### src/rtl/float_struct.sv
// Shared floating-point result types: the 32-bit single-precision layout and
// the bit positions of the 4-bit result class vector.
package float_struct;

    typedef struct packed {
        logic        sign;
        logic [7:0]  exp;
        logic [22:0] mant;
    } float_point_num;

    localparam int CLS_NAN    = 3;
    localparam int CLS_INF    = 2;
    localparam int CLS_ZERO   = 1;
    localparam int CLS_DENORM = 0;

endpackage

### src/rtl/fpu_classify.sv
// Combinational classifier of a single-precision value into
// {is_nan, is_inf, is_zero, is_denorm}.
module fpu_classify
    import float_struct::*;
(
    input  float_point_num value,
    output logic [3:0]     cls
);

    logic exp_max;
    logic exp_min;
    logic mant_zero;

    always_comb begin
        exp_max   = &value.exp;
        exp_min   = ~|value.exp;
        mant_zero = ~|value.mant;
        cls                 = '0;
        cls[CLS_NAN]    = exp_max & ~mant_zero;
        cls[CLS_INF]    = exp_max &  mant_zero;
        cls[CLS_ZERO]   = exp_min &  mant_zero;
        cls[CLS_DENORM] = exp_min & ~mant_zero;
    end

endmodule

### src/rtl/fpu_result_fifo.sv
// First-word-fall-through buffer behind the FPU pipeline; back-pressures the
// pipeline via pipe_en. Optional result classification: FPU_RESULT_CLASSIFY_EN.
module fpu_result_fifo
    import float_struct::*;
#(
    parameter int DEPTH = 4
) (
    input  logic                       clk,
    input  logic                       rst,
    input  logic                       in_valid,
    input  float_point_num             in_data,
    output logic                       pipe_en,
    output logic                       out_valid,
    input  logic                       out_ready,
    output float_point_num             out_data,
    output logic [3:0]                 out_class,
    output logic [$clog2(DEPTH+1)-1:0] level
);

    localparam int PW = $clog2(DEPTH);
    localparam int LW = $clog2(DEPTH+1);

    float_point_num mem [DEPTH];
    logic [PW-1:0]  rd_ptr;
    logic [PW-1:0]  wr_ptr;
    logic [LW-1:0]  count;
    logic           push;
    logic           pop;

    // Full blocks the pipeline even when a pop frees a slot this cycle.
    assign pipe_en   = !rst && (count < LW'(DEPTH));
    assign out_valid = !rst && (count != '0);
    assign push      = in_valid && pipe_en;
    assign pop       = out_valid && out_ready;
    assign level     = count;
    assign out_data  = out_valid ? mem[rd_ptr] : '0;

    // DEPTH is a power of two, so pointers wrap by natural overflow.
    always_ff @(posedge clk) begin
        if (rst) begin
            rd_ptr <= '0;
            wr_ptr <= '0;
            count  <= '0;
        end else begin
            if (push) wr_ptr <= wr_ptr + PW'(1);
            if (pop)  rd_ptr <= rd_ptr + PW'(1);
            if (push && !pop)      count <= count + LW'(1);
            else if (pop && !push) count <= count - LW'(1);
        end
    end

    always_ff @(posedge clk) begin
        if (push) mem[wr_ptr] <= in_data;
    end

`ifdef FPU_RESULT_CLASSIFY_EN
    logic [3:0] cls_mem [DEPTH];
    logic [3:0] in_cls;

    fpu_classify u_classify (
        .value (in_data),
        .cls   (in_cls)
    );

    always_ff @(posedge clk) begin
        if (push) cls_mem[wr_ptr] <= in_cls;
    end

    assign out_class = out_valid ? cls_mem[rd_ptr] : '0;
`else
    assign out_class = '0;
`endif

endmodule

### config.mk
export PLATFORM = sky130hd
export DESIGN_NAME = fpu_result_fifo
export DESIGN_NICKNAME = d
export VERILOG_FILES = /design/src/rtl/float_struct.sv /design/src/rtl/fpu_classify.sv /design/src/rtl/fpu_result_fifo.sv
export SDC_FILE = /design/constraint.sdc
export NUM_CORES = 1
export LEC_CHECK = 0
export CELL_PAD_IN_SITES_DETAIL_PLACEMENT = 2
export CELL_PAD_IN_SITES_GLOBAL_PLACEMENT = 2
export CORE_UTILIZATION = 38
export CTS_BUF_LIST = sky130_fd_sc_hd__clkbuf_8 sky130_fd_sc_hd__clkbuf_16
export CTS_CLUSTER_DIAMETER = 30
export CTS_CLUSTER_SIZE = 28
export DETAILED_ROUTE_END_ITERATION = 8
export GPL_TIMING_DRIVEN = 0
export PLACE_DENSITY_LB_ADDON = 0.15
export SYNTH_ARGS = -nofsm -noshare
export SYNTH_HDL_FRONTEND = slang
export SYNTH_SLANG_ARGS = --single-unit
### constraint.sdc
create_clock -name clk -period 2.29 [get_ports clk]
set_clock_uncertainty 0.15 [all_clocks]
set_input_delay 0.229 -clock clk [delete_from_list [all_inputs] [get_ports clk]]
set_output_delay 0.229 -clock clk [all_outputs]
set_load 0.01 [all_outputs]
Yosys cells after proc, flatten, opt, wreduce, memory -nomap -nowiden
Memories as Yosys holds them, arrays and structs flattened. A register that Yosys moved wholly into a read port is not among the register bits.
Cells that the tools add are included.
{ "op_classes": {"addsub": 4, "magnitude_cmp": 1, "muxes": 7, "reduce_logical": 11} }
{ "ops": {"columns": ["cell", "n"], "rows": [
  ["$mux W32", 1],
  ["$logic_and A1 B1 Y1", 6],
  ["$mux W3", 2],
  ["$add A2 B1 Y2 const B", 2],
  ["$mux W2", 2],
  ["$add A3 B1 Y3 const B", 1],
  ["$logic_not A1 Y1", 3],
  ["$lt A3 B3 Y1 const B", 1],
  ["$reduce_bool A3 Y1", 1],
  ["$sub A3 B1 Y3 const B", 1],
  ["$mux W1", 2],
  ["$reduce_bool A2 Y1", 1]
]} }
{ "word_totals": {"reg_bits": 7, "ram_bits": 128, "inputBits": 36, "out_inout_bits": 41, "wordCells": 27, "n_memories": 1} }
{ "mem_list": {"columns": ["memory", "depth", "width", "read_ports", "rd_clocked_by_memory_dff", "wr", "line_no", "source"], "rows": [
  ["mem", 4, 32, 1, 1, 1, "fpu_result_fifo.sv:23", "float_point_num mem [DEPTH];"]
]} }

Longest topological paths before layout
Gate-level depths: netlist (run 1).
{ "logic_depth": {"ltp_word": 7, "mapped_depth": 8, "ltp_nobuf": 8} }

Least setup slack after synthesis (run 1)
No wires, ideal clock.
{ "synth_path": {"path_type": "flip-flop to flip-flop", "from": "register count[0], in the netlist level[0]", "to": "register count[2], in the netlist level[2]", "arrival_ns": 2.005, "setup_slack_ns": 0.065, "path_stages_with_launch": 9, "path_buffers": 0, "synth_period_minus_slack_ns": 2.225, "path_cell_list": "dfxtp_1 > o31ai_1 > or2_1 > ha_1 > inv_1 > fa_1 > xor2_1 > or3_1 > a21oi_1"} }
{ "synth_via": {"elab_chain_cells": 6} }
{ "synth_lines": {"columns": ["element", "line_no", "source"], "rows": [
  ["from (decl)", "fpu_result_fifo.sv:26", "logic [LW-1:0] count;"],
  ["from (signal assigned)", "fpu_result_fifo.sv:47", "if (push && !pop) count <= count + LW'(1);"],
  ["from (signal assigned)", "fpu_result_fifo.sv:48", "else if (pop && !push) count <= count - LW'(1);"],
  ["$lt A3 B3 Y1 or $reduce_bool A3 Y1 (tied branches)", "fpu_result_fifo.sv:31, fpu_result_fifo.sv:32", null],
  ["$logic_and A1 B1 Y1 (on tied branches)", "fpu_result_fifo.sv:31, fpu_result_fifo.sv:32", null],
  ["$logic_and A1 B1 Y1 (on tied branches)", "fpu_result_fifo.sv:33, fpu_result_fifo.sv:34", null],
  ["$logic_not A1 Y1 (on tied branches)", "fpu_result_fifo.sv:48, fpu_result_fifo.sv:47", null],
  ["$logic_and A1 B1 Y1 (on tied branches)", "fpu_result_fifo.sv:48, fpu_result_fifo.sv:47", null],
  ["$reduce_bool A2 Y1 (no line) or $mux W3 (tied branches)", null, null]
]} }
Parallel ways exist; a longest one is shown, timed or not. The select of a mux whose other input is x is not followed.
A chain may end at the register's enable or synchronous reset.

==> impl_metrics.env, run 1 <==
export IMPL_status="finished clean"
export IMPL_cp_common_cell="buf_12"
export IMPL_setup_tns_ns=0
export IMPL_cp_slowest_cell="mux4_2"
export IMPL_first_global_vias=2966
export IMPL_critPathArrivalTime_ns=1.89
export IMPL_numCtsBuffers=17
export IMPL_antenna_found_initial=0
export IMPL_diodes=0
export IMPL_track_usage_pct=16.7
export IMPL_p_per_area_nw_per_um2=1070
export IMPL_drt_iter0_drc=153
export IMPL_antenna_left=0
export IMPL_io_pins=77
export IMPL_path_class="register to output pin"
export IMPL_reg2reg_slack_ns=0.03
export IMPL_critPathTopFamily="buffers and inverters"
export IMPL_clk_latency_ns=0.41
export IMPL_cp_num_buf_inv=4
export IMPL_min_period_ns=2.27
export IMPL_fin_util_pct=51.5
export IMPL_ys_ff_latch=137
export IMPL_crit_fanout=6
export IMPL_rows=44
export IMPL_place_congestion=0.644
export IMPL_worst_ir_drop_vdd_uv=561
export IMPL_drcViolationCount=0
export IMPL_yosys_top_cells_area="edfxtp_1 68%, mux4_2 13%, nor2b_4 7.4%, dfxtp_1 3.2%, ha_1 1.1%"
export IMPL_worstPathRequired_ns=1.91
export IMPL_synth_avg_cell_area_um2=22.0
export IMPL_nNetsFinal=418
export IMPL_ctsHtreeMaxLevel=4
export IMPL_dieArea_um2=15300
export IMPL_placed_area_um2=6680
export IMPL_port_buffers=72
export IMPL_finalCritPeriodShare_pct=99.1
export IMPL_synth_top_area_share_pct=68.5
export IMPL_die_width_um=124
export IMPL_routed_wl_um=11500
export IMPL_core_area_um2=14500
export IMPL_path_cells="buf_12, buf_12, buf_12, mux4_2, nor2b_4, buf_6"
export IMPL_critPathLaunchType="register"
export IMPL_grt_max_degree=21
export IMPL_drive_gt1_share_pct=43.9
export IMPL_max_stage_delay_ns=0.50
export IMPL_clockRootBuffer="clkbuf_16"
export IMPL_setup_viol=0
export IMPL_synth_area_um2=5610
export IMPL_syn_inst=255
export IMPL_maxCapViolCount=0
export IMPL_critPathCaptureType="output pin"
export IMPL_clock_path_buffers=2
export IMPL_grt_ovfl_total=0
export IMPL_slew_violations=0
export IMPL_vias_per_cell=4.82
export IMPL_holdWs_ns=0.300
export IMPL_leakage_nw=2.65
export IMPL_cts_hold_buf=0
export IMPL_wl_per_cell_um=20.2
export IMPL_power_mw=7.98
export IMPL_dr_pass1_iters=4
export IMPL_ys_seq_area_share_pct=71.7
export IMPL_clk_pin_slew_worst_paths_ns=0.05
export IMPL_cts_tree="done"
export IMPL_area_growth_pct=32.7
export IMPL_max_freq_mhz=441
export IMPL_grt_pass1_wl_um=17400
export IMPL_via_count=2751
export IMPL_clock_sinks=137
export IMPL_rsz0062_at_grt="yes"
export IMPL_dp_hpwl_um=7310
export IMPL_die_y_um=124
export IMPL_stdcell_area_um2=7450
export IMPL_hold_viol=0
export IMPL_initial_utilization_pct=38.8
export IMPL_synth_distinct_cells=30
export IMPL_yosysTopAreaCell="edfxtp_1"
export IMPL_hold_class="input pin to register"
export IMPL_yosysWarningCount=0
-- Yosys cell counts (all sizes together) --
cell type  count
nor3           1
conb           1
or2            2
buf           14
or3            1
xor2           4
mux2i          1
inv            4
ha             5
nor2           7
o31ai          2
edfxtp       128
xnor2          1
clkbuf         1
fa             1
nor2b         32
a21oi          1
and2           4
nand2          1
dfxtp          9
mux4          32
o311ai         1
nor3b          1
o21ai          1
-- routing by layer --
metal | vias to the layer above | track usage (%) | part of all wire, %
met5 | - | 0 | 0
met2 | 60 | 28.9 | 54
li1 | 1246 | - | -
met3 | 13 | 3.92 | 3.1
met1 | 1432 | 19.9 | 41
met4 | 0 | 7.23 | 1.6
-- through the flow --
stage / instances / setup WS [ns]
2_1_floorplan: 258 / 0.0645
3_5_place_dp: 518 / -0.523
6_report: 571 / 0.0211
4_1_cts: 565 / -0.111
3_3_place_gp: 514 / -0.868
5_1_grt: 571 / -0.0476
-- what timing repair did --
action | in CTS | in global routing
endpoints found under the setup margin | 34 | 30
buffers inserted | 15 | 10
gates cloned | 2 | 0
gates resized for setup | 151 | 29
pin swaps | 0 | 3
-- final cells by class --
cell class / count / area [um^2]
Buffer: 15 / 180
Clock buffer: 17 / 425
Clock inverter: 13 / 52.6
Fill cell: 1275 / 7030
Inverter: 4 / 15.0
Multi-Input combinational cell: 102 / 1460
Sequential cell: 137 / 4040
Tap cell: 184 / 230
Timing Repair Buffer: 99 / 1050
-- state kept, by name, summed over array words and instances, names as in the netlist, named ones only --
signal  count
wr_ptr      2
rd_ptr      2
level       3
mem       128
-- final timing paths --
check	startpoint	to	cells after the start
worst max-delay path	register	out_data[11]	6
worst min-delay path	in_data[11]	mem[1][11]$_DFFE_PP_	1
worst max register to register	level[2]$_SDFFE_PP0P_	level[2]$_SDFFE_PP0P_	8
worst min register to register	rd_ptr[0]$_SDFFE_PP0P_	rd_ptr[0]$_SDFFE_PP0P_	2
-- layout by cell type (no fill, tap or decap), types with 2 or more instances in the layout --
cell type        instances
edfxtp_1               128
clkdlybuf4s50_1         39
buf_6                   33
mux4_2                  32
nor2b_4                 30
buf_4                   21
clkbuf_16               17
inv_1                    9
buf_12                   9
nor2_1                   7
ha_1                     5
buf_2                    5
and2_2                   4
xor2_1                   4
conb_1                   4
clkinv_1                 4
dfxtp_1                  4
clkbuf_2                 3
clkinv_2                 3
dfxtp_4                  3
buf_16                   3
nor2b_1                  2
dfxtp_2                  2
-- kinds of logic (layout without fill, tap and decap cells) --
logic type / Yosys count / count (layout) / synth area share [%]
XOR/XNOR: 5 / 5 / 0.780
buffers and inverters: 19 / 148 / 3.01
AND/OR/NAND/NOR: 49 / 49 / 9.36
other: 1 / 4 / 0.0668
flip-flops: 137 / 137 / 71.7
adder cells (fa/ha/maj): 6 / 6 / 1.47
multiplexers: 33 / 33 / 13.0
AO/OA/AOI/OAI: 5 / 5 / 0.602
-- where the power goes --
group | internal, mW | total, mW | switching, mW
clock | 1.32 | 2.22 | 0.905
sequential | 2.93 | 3.04 | 0.106
combinational | 1.64 | 2.72 | 1.08
total | 5.89 | 7.98 | 2.09
Power figures use the tool's default switching activity.
==> inputs of run 2 (changes only) <==
--- a/config.mk
+++ b/config.mk
@@ -10,7 +10,7 @@
 export CORE_UTILIZATION = 38
 export CTS_BUF_LIST = sky130_fd_sc_hd__clkbuf_8 sky130_fd_sc_hd__clkbuf_16
 export CTS_CLUSTER_DIAMETER = 30
-export CTS_CLUSTER_SIZE = 28
+export CTS_CLUSTER_SIZE = 20
 export DETAILED_ROUTE_END_ITERATION = 8
 export GPL_TIMING_DRIVEN = 0
 export PLACE_DENSITY_LB_ADDON = 0.15
==> results of run 2 <==
Same layout as run 1: the final DEF is identical, and so are final timing and power.
==> inputs of run 3 (changes only) <==
--- a/config.mk
+++ b/config.mk
@@ -7,13 +7,16 @@
 export LEC_CHECK = 0
 export CELL_PAD_IN_SITES_DETAIL_PLACEMENT = 2
 export CELL_PAD_IN_SITES_GLOBAL_PLACEMENT = 2
-export CORE_UTILIZATION = 38
+export CORE_MARGIN = 1.5
+export CORE_UTILIZATION = 44
 export CTS_BUF_LIST = sky130_fd_sc_hd__clkbuf_8 sky130_fd_sc_hd__clkbuf_16
 export CTS_CLUSTER_DIAMETER = 30
 export CTS_CLUSTER_SIZE = 20
 export DETAILED_ROUTE_END_ITERATION = 8
+export DONT_BUFFER_PORTS = 1
 export GPL_TIMING_DRIVEN = 0
 export PLACE_DENSITY_LB_ADDON = 0.15
 export SYNTH_ARGS = -nofsm -noshare
 export SYNTH_HDL_FRONTEND = slang
 export SYNTH_SLANG_ARGS = --single-unit
+export TNS_END_PERCENT = 100
==> impl_metrics.env, run 3 (synthesis results as in run 1) <==
export IMPL_mostFrequentLayoutCells="128 x edfxtp_1, 35 x dlygate4sd3_1, 32 x mux4_2"
export IMPL_ctsHtreeMaxLevel=4
export IMPL_diodes=0
export IMPL_hold_class="input pin to register"
export IMPL_critPathCaptureType="register"
export IMPL_r2r_end="level[2]$_SDFFE_PP0P_"
export IMPL_clockRootBuffer="clkbuf_16"
export IMPL_dp_cells=434
export IMPL_multiInputGateArea_um2=1460
export IMPL_use_met3_pct=5.54
export IMPL_max_freq_mhz=453
export IMPL_worstHoldEndpoint="wr_ptr[1]$_SDFFE_PP0P_"
export IMPL_top_register="mem"
export IMPL_nNetsFinal=360
export IMPL_clk_latency_ns=0.41
export IMPL_grt_max_degree=32
export IMPL_first_global_vias=2810
export IMPL_antenna_found_initial=0
export IMPL_initial_utilization_pct=44.8
export IMPL_vias_per_cell=5.01
export IMPL_routed_wl_um=10500
export IMPL_reg2regPathDepth=7
export IMPL_swShare_pct=26.5
export IMPL_seq_power_share_pct=41.7
export IMPL_hold_viol=0
export IMPL_area_growth_pct=21.5
export IMPL_crit_fanout=8
export IMPL_die_y_um=116
export IMPL_final_common_cell="edfxtp_1"
export IMPL_met2_usage_pct=28.6
export IMPL_core_area_um2=12500
export IMPL_dr_pass1_iters=5
export IMPL_antenna_left=0
export IMPL_min_period_ns=2.21
export IMPL_worstPathRequired_ns=2.48
export IMPL_io_pins=77
export IMPL_dp_hpwl_um=6560
export IMPL_port_buffers=0
export IMPL_status="finished clean"
export IMPL_drcViolationCount=0
export IMPL_finalCritPeriodShare_pct=96.4
export IMPL_clock_path_buffers=2
export IMPL_drt_iter0_drc=123
export IMPL_power_switching_mw=1.93
export IMPL_nFillCells=1084
export IMPL_combPwrFrac_pct=26.2
export IMPL_track_usage_pct=17.3
export IMPL_numCtsBuffers=17
export IMPL_clock_sinks=137
export IMPL_via_count=2502
export IMPL_p_per_area_nw_per_um2=1070
export IMPL_setup_viol=0
export IMPL_worstMarginPinSlew_ns=0.518
export IMPL_holdPathStages=2
export IMPL_met1_usage_pct=21.4
export IMPL_r2r_start="level[2]$_SDFFE_PP0P_"
export IMPL_seq_area_um2=4030
export IMPL_leakage_nw=2.29
export IMPL_layoutNonFillerInstCount=499
export IMPL_intPower_mw=5.36
export IMPL_grt_busiest_layer="met2"
export IMPL_cts_tree="done"
export IMPL_clockPowerShare_pct=32.1
export IMPL_clk_pin_slew_worst_paths_ns=0.06
export IMPL_critPathArrivalTime_ns=2.40
export IMPL_grt_pass1_wl_um=16200
export IMPL_maxCapViolCount=0
export IMPL_die_width_um=116
export IMPL_min_from="in_valid"
export IMPL_worst_ir_drop_vdd_uv=546
export IMPL_stdcell_area_um2=6820
export IMPL_placed_area_um2=5930
export IMPL_rsz0062_at_grt="no"
export IMPL_critPathLaunchType="input pin"
export IMPL_largest_reg_flops=128
export IMPL_wl_per_cell_um=21.1
export IMPL_path_class="input pin to register"
export IMPL_place_congestion=0.644
export IMPL_rows=41
export IMPL_grt_ovfl_total=0
export IMPL_drive_gt1_share_pct=35.2
export IMPL_reg2reg_slack_ns=0.10
export IMPL_dieArea_um2=13400
export IMPL_relSlewSlack_pct=65.4
export IMPL_slew_violations=0
run 3: changes by cell type in the layout (fill, tap and decap cells not counted), sizes merged:
cell           previous run  this run
clkinv                    7         4
clkinvlp                  0         1
buf                      71        20
bufinv                    0         1
dlygate4sd3               0        35
clkbuf                   20        18
inv                      10         9
clkdlybuf4s50            39         0
dlymetal6s2s              1         0
run 3: layer usage:
layer | share of wire, % | vias up
met1 | 43 | 1314
li1 | - | 1123
met5 | 0 | -
met3 | 4.1 | 11
met4 | 1.1 | 0
met2 | 52 | 54
run 3: metrics by stage:
stage                     hold WS, ns  setup slack (ns)  utilization, %  TNS [ns]  power, mW
after floorplan                 0.178            0.0645               -         0       4.58
after global placement          0.178            -0.636            46.7    -78.68       4.87
after detailed placement        0.178           -0.0982            47.4   -0.0982       4.92
after CTS                      0.0232            0.0109            54.3         0       7.38
after global routing           0.0259           0.00389            54.5         0       7.60
final                          0.0392            0.0816            54.5         0       7.29
run 3: repair_timing:
action | 4_1_cts | 5_1_grt
buffers inserted | 1 | 1
hold buffers | 35 | 0
pin swaps | 2 | 3
hold endpoints to repair | 134 | 0
setup endpoints to repair | 1 | 1
gates resized for setup | 3 | 5
cloned | 0 | 0
run 3: how the worst max path moves through the flow:
stage / from / slack (ns) / endpoint
2_1_floorplan: level[0]$_SDFFE_PP0P_ / 0.06 / level[2]$_SDFFE_PP0P_
3_3_place_gp: level[2]$_SDFFE_PP0P_ / -0.64 / mem[0][24]$_DFFE_PP_
3_5_place_dp: level[0]$_SDFFE_PP0P_ / -0.1 / level[2]$_SDFFE_PP0P_
4_1_cts: level[2]$_SDFFE_PP0P_ / 0.01 / level[2]$_SDFFE_PP0P_
5_1_grt: level[2]$_SDFFE_PP0P_ / 0.004 / level[2]$_SDFFE_PP0P_
6_report: rst / 0.08 / level[2]$_SDFFE_PP0P_
run 3: final cells by class:
type / instances / share of cell area (%)
Sequential cell: 137 / 59.1
Multi-Input combinational cell: 102 / 21.3
Timing Repair Buffer: 41 / 6.64
Clock buffer: 17 / 6.24
Tap cell: 172 / 3.16
Buffer: 15 / 2.26
Clock inverter: 11 / 1.06
Inverter: 4 / 0.220
run 3: power groups by stage:
stage / combinational, mW / clock, mW / sequential, mW
6_report: 1.91 / 2.34 / 3.04
5_1_grt: 2.07 / 2.48 / 3.06
4_1_cts: 1.95 / 2.40 / 3.03
3_5_place_dp: 1.85 / 0 / 3.07
3_3_place_gp: 1.80 / 0 / 3.07
2_1_floorplan: 1.54 / 0 / 3.04
run 3: worst max-delay path, stage by stage:
cell	delay (ns)
dlygate4sd3_1	0.57
nor3b_4	0.36
ha_2	0.25
inv_1	0.05
fa_2	0.33
xor2_1	0.17
or3_1	0.31
a21oi_1	0.12
